$ cat src/rtl/celloutsig_pkg.sv
`timescale 1ns/1ps
// Shared constants and result type for the pipelined celloutsig evaluator.
package celloutsig_pkg;

   localparam int unsigned WORD_W   = 96;
   localparam int unsigned HIT_B    = 0;
   localparam int unsigned C2_LO    = 1;
   localparam int unsigned STICKY_B = 7;
   localparam int unsigned CNT_LO   = 8;

   typedef struct packed {
      logic [5:0] c2;
      logic       hit;
   } cell_res_t;

endpackage

$ cat src/rtl/celloutsig_cell.sv
`timescale 1ns/1ps
// Combinational 96-bit cell function; one instance per lane.
module celloutsig_cell
   import celloutsig_pkg::*;
(
   input  logic [WORD_W-1:0] w,
   output cell_res_t         res
);

   logic [3:0] c1;
   logic       c5;
   logic       c6;
   logic       c7;
   logic       unused_bits;

   assign c1      = w[18:15] ^ {w[42:40], 1'b1};
   assign c5      = ~(c1[3] & w[67]);
   assign c6      = ~(w[86] & c5);
   assign c7      = ~c6;
   assign res.c2  = ~{w[43:42], c1};
   assign res.hit = w[3] & ~c7;

   // Most of the word does not influence the cell.
   assign unused_bits = ^w;

endmodule

$ cat src/rtl/celloutsig_pipe.sv
`timescale 1ns/1ps
// celloutsig_pipe: multi-lane pipelined cell evaluator with valid/ready flow control,
// per-lane sticky flags and optional saturating hit counters (CELLOUTSIG_CNT_EN).
module celloutsig_pipe
   import celloutsig_pkg::*;
#(
   parameter int unsigned LANES = 2,
   parameter int unsigned DEPTH = 3,
   parameter int unsigned CNT_W = 16
) (
   input  logic                    clk,
   input  logic                    rst,
   input  logic                    in_valid,
   output logic                    in_ready,
   input  logic [LANES*WORD_W-1:0] in_data,
   output logic                    out_valid,
   input  logic                    out_ready,
   output logic [LANES*WORD_W-1:0] out_data,
   input  logic                    clear
);

   logic [DEPTH-1:0] v;
   logic [DEPTH-1:0] rdy;
   cell_res_t        res [LANES];
   cell_res_t        d   [DEPTH][LANES];
   logic             hs;

   for (genvar k = 0; k < LANES; k++) begin : g_cell
      celloutsig_cell u_cell (
         .w   (in_data[k*WORD_W +: WORD_W]),
         .res (res[k])
      );
   end

   for (genvar i = 0; i < DEPTH; i++) begin : g_stage
      logic      vin;
      cell_res_t din [LANES];

      if (i == 0) begin : g_src
         assign vin = in_valid;
         assign din = res;
      end else begin : g_src
         assign vin = v[i-1];
         assign din = d[i-1];
      end

      // A stage may load unless it and every stage after it is full while the sink stalls.
      assign rdy[i] = out_ready | ~(&v[DEPTH-1:i]);

      always_ff @(posedge clk or posedge rst) begin
         if (rst) begin
            v[i] <= 1'b0;
            d[i] <= '{default: '0};
         end else if (rdy[i]) begin
            v[i] <= vin;
            d[i] <= din;
         end
      end
   end

   assign in_ready  = rdy[0];
   assign out_valid = v[DEPTH-1];
   assign hs        = out_valid & out_ready;

   for (genvar k = 0; k < LANES; k++) begin : g_lane
      cell_res_t         r;
      logic              sticky;
      logic [CNT_W-1:0]  cnt;
      logic [WORD_W-1:0] word;

      assign r = d[DEPTH-1][k];

      always_ff @(posedge clk or posedge rst) begin
         if (rst) begin
            sticky <= 1'b0;
         end else if (clear) begin
            sticky <= 1'b0;
         end else if (hs) begin
            sticky <= sticky | r.hit;
         end
      end

`ifdef CELLOUTSIG_CNT_EN
      always_ff @(posedge clk or posedge rst) begin
         if (rst) begin
            cnt <= '0;
         end else if (clear) begin
            cnt <= '0;
         end else if (hs && r.hit && (cnt != '1)) begin
            cnt <= cnt + CNT_W'(1);
         end
      end
`else
      assign cnt = '0;
`endif

      // Sticky and count show state from before the current beat's update.
      always_comb begin
         word                 = '0;
         word[HIT_B]          = r.hit;
         word[C2_LO +: 6]     = r.c2;
         word[STICKY_B]       = sticky;
         word[CNT_LO +: CNT_W] = cnt;
      end

      assign out_data[k*WORD_W +: WORD_W] = word;
   end

endmodule

$ cat config.mk
export PLATFORM = sky130hd
export DESIGN_NAME = celloutsig_pipe
export DESIGN_NICKNAME = d
export VERILOG_FILES = /design/src/rtl/celloutsig_pkg.sv /design/src/rtl/celloutsig_cell.sv /design/src/rtl/celloutsig_pipe.sv
export SDC_FILE = /design/constraint.sdc
export NUM_CORES = 1
export LEC_CHECK = 0
export CAP_MARGIN = 30
export CORE_AREA = 2 2 154 156
export DETAILED_ROUTE_END_ITERATION = 7
export DIE_AREA = 0 0 156 158
export SETUP_SLACK_MARGIN = 0.1
export SLEW_MARGIN = 20
export SYNTH_ARGS = -nofsm -noshare
export SYNTH_HDL_FRONTEND = slang
export SYNTH_HIERARCHICAL = 1
export SYNTH_SLANG_ARGS = --single-unit
$ cat constraint.sdc
create_clock -name clk -period 2.9 [get_ports clk]
set_clock_uncertainty 0.15 [all_clocks]
set_input_delay 0.725 -clock clk [delete_from_list [all_inputs] [get_ports clk]]
set_output_delay 0.725 -clock clk [all_outputs]
set_load 0.005 [all_outputs]
==> reports/summary.md <==
The run finished with clean final reports. Once the clock tree was built, the setup fixing pass inserted 0 buffers. After synthesis the netlist holds a flip-flop and latch count of 47. The maximum number of buffers from clock root to sink was 2; the number of antenna violations at the first check in global routing was 0.

The initial utilization of the core area, before any placement, comes to 14.4%. Detailed routing placed a total of 2200 µm of wire on met2. The final-report hold violation count was 0; the upper clock frequency limit was 0.412 GHz. The minimum setup slack among reg-to-reg paths was 1.39 ns; the count of nets left with antenna violations after detail routing was 0. The run gives 315 as the number of instances in the synthesized netlist. TritonCTS built the clock tree.

The routability congestion estimate from global placement was 0.647. STA puts the critical path data arrival time at 1.55 ns. The number of antenna diodes in the final layout is 0. Setup repair after global routing left no endpoint under its margin. The worst setup path is captured at an output port. The run gives 1219 as the number of global-route vias before repair. The post-synthesis average cell area was 10.6 µm²; the number of remaining DRC errors was 0. The floorplan die area is 24600 µm², and the number of H-tree levels is 2. The count of cells in the finished layout, fillers not included, comes to 641. The routed via count divided by cell count works out to 2.50. The first global-routing pass estimated 7080 µm of wire. The maximum fanout along the worst path is 2, and the total design power is 1.84 mW.

The routed layout has 1603 vias. Clock-pin slew on the worst setup and hold paths: 0.07 ns. The setup slack at placement was 0.137 ns.

In the final timing run, aggregate negative setup slack is 0 ns. For this design the ratio of total power to cell area is 523 nW/µm². The tightest min-delay check is of the reg -> reg type. Summing every instance area after synthesis gives 3330 µm². The proportion of synthesized chip area in sequential cells is 35.4%. The worst path needs 2.42 ns of the cycle, external delays included.

Number of DRC markers in iteration 0: 13. For the cell total after placement, the log shows 633. The number of search-and-repair iterations in the first detailed-routing pass came out at 4. The startpoint-to-endpoint class of the critical path was in -> out.

The Yosys step of the flow raised 6 warnings. The count of buffers added on input and output ports is 44. The number of buffers created by CTS was 5; the clock net sink count was 47. The layout has 2546 filler cells. Once routing completed, OpenROAD measured the worst setup slack at 0.476 ns.

The final number of max-transition violations was 0. After legalization and detailed placement, the total HPWL measured 4070 µm. Max-cap violations in this run came to 0. For the peak ir drop on the vdd network, the log shows 0.254 mV. The net count of the finished layout is 547. Cell at the root of the clock tree: sky130_fd_sc_hd__clkbuf_16. For the total core area, the log shows 23100 µm². Kind of start point of the critical path: an input pin. For the worst-skew pair, the clock arrives at the later sink with an insertion delay of 0.29 ns. The x dimension of the die is 156 µm, and the die outline height is 158 µm. Across all hold checks on the routed design, the worst slack comes to 0.347 ns. For the worst path required time, the log shows 2.03 ns. During I/O placement, the number of pins put on the boundary was 391. The detailed router put a total of 2060 µm of wire on met1. Across every metal layer, demand over resource in global routing totals 3.88%.

The number of setup violations in the final report came out at 0. The sum of routed wire length over all layers is 5020 µm, and the synthesis-to-layout area growth is 5.57%. Proportion of layout cells with a drive suffix above 1: 17.1%.

For this design the static power due to leakage is 1.67 nW. Routed signal wires occupy layers up through met4. The synthesized netlist contains 15 unique library cells. The ratio of final minimum period to clock period was 83.6%; the sum of overflow across all layers after global routing was 0. After detailed routing, the met3 layer carries 735 µm of wire. Dividing the detail-routed wire length by the instance count gives 7.83 µm. The tools report the largest net degree at the start of global routing as 27. The floorplan has 56 rows.
[metal layers]
layer / global-route usage [%] / vias up
met5: 0 / -
li1: - / 701
met4: 1.31 / 0
met2: 6.01 / 176
met3: 1.62 / 3
met1: 4.88 / 723
[cells in the mapped netlist, drive strengths merged]
library cell | n | area share, %
a31oi | 2 | 0.38
buf | 198 | 45
conb | 1 | 0.11
dfrtp | 47 | 35
inv | 7 | 0.79
mux2 | 42 | 14
nand2 | 2 | 0.23
nand2b | 4 | 0.75
nand3b | 1 | 0.34
nand4b | 1 | 0.71
nor2 | 2 | 0.23
o22ai | 2 | 0.38
xnor2 | 6 | 1.6
[report_power, final]
part,switching [mW],total [mW],leakage (nW),internal (mW)
Sequential,0.0661,0.839,0.553,0.772
Combinational,0.173,0.414,1.05,0.241
Clock,0.257,0.585,0.0723,0.328
Total,0.496,1.84,1.67,1.34
[cell families after synthesis]
kind of cell,count (synthesis),share of synthesized area (%)
AOI/OAI and AO/OA,4,0.752
xor gates and xnor gates,6,1.58
buffers and inverters,205,45.7
DFF,47,35.4
muxes,42,14.2
other,1,0.113
and+or+nand+nor,10,2.26
[cell usage in the layout (no fill, tap or decap), types with 2 or more instances in the layout]
cell	instances
sky130_fd_sc_hd__nor2_1	2
sky130_fd_sc_hd__conb_1	176
sky130_fd_sc_hd__inv_1	6
sky130_fd_sc_hd__a31oi_1	2
sky130_fd_sc_hd__o22ai_1	2
sky130_fd_sc_hd__dfrtp_1	47
sky130_fd_sc_hd__buf_4	6
sky130_fd_sc_hd__xnor2_1	6
sky130_fd_sc_hd__mux2_2	42
sky130_fd_sc_hd__nand2b_1	4
sky130_fd_sc_hd__clkbuf_16	5
sky130_fd_sc_hd__clkdlybuf4s50_1	43
sky130_fd_sc_hd__nand2_1	2
[sequential cells by signal, indices dropped and copies added, names as in the netlist]
signal and flops:
d 28, out_data 14, g_lane.sticky 2, g_stage.vin 2
out_valid 1
[per-stage QoR]
step | utilization (%) | instance area, µm²
after floorplan | - | 3980
after detailed placement | 14.6 | 3360
final | 15.2 | 3510
after global routing | 15.2 | 3510
after CTS | 15.2 | 3510
after global placement | 14.6 | 3360
[final cells by class]
cell class	count	area, µm²	area share [%]
clock inverters	3	27.5	0.784
flip-flops and latches	47	1180	33.5
clock buffers	5	125	3.56
multi-input cells	238	1290	36.6
well taps	290	363	10.3
inverters	7	26.3	0.748
repair buffers	51	508	14.5
[final timing paths]
check / cells after the start / end / from
min reg2reg: 1 / d[22] / d[36]
max: 3 / in_ready / out_ready
min in group asynchronous: 2 / out_data[97] / rst
max reg2reg: 3 / d[34] / out_valid
max in group asynchronous: 3 / g_stage[1].vin / rst
min: 1 / d[22] / d[36]
[worst max-delay path: stages]
cell and delay [ns]:
sky130_fd_sc_hd__clkdlybuf4s50_1 0.45, sky130_fd_sc_hd__nand4b_4 0.20, sky130_fd_sc_hd__dlymetal6s2s_1 0.17
[repair_timing]
item	in CTS	in global routing
resized for setup	0	1
hold buffers	0	0
endpoints found under the setup margin	0	1
Note: power is estimated with default switching activity, not from simulation.
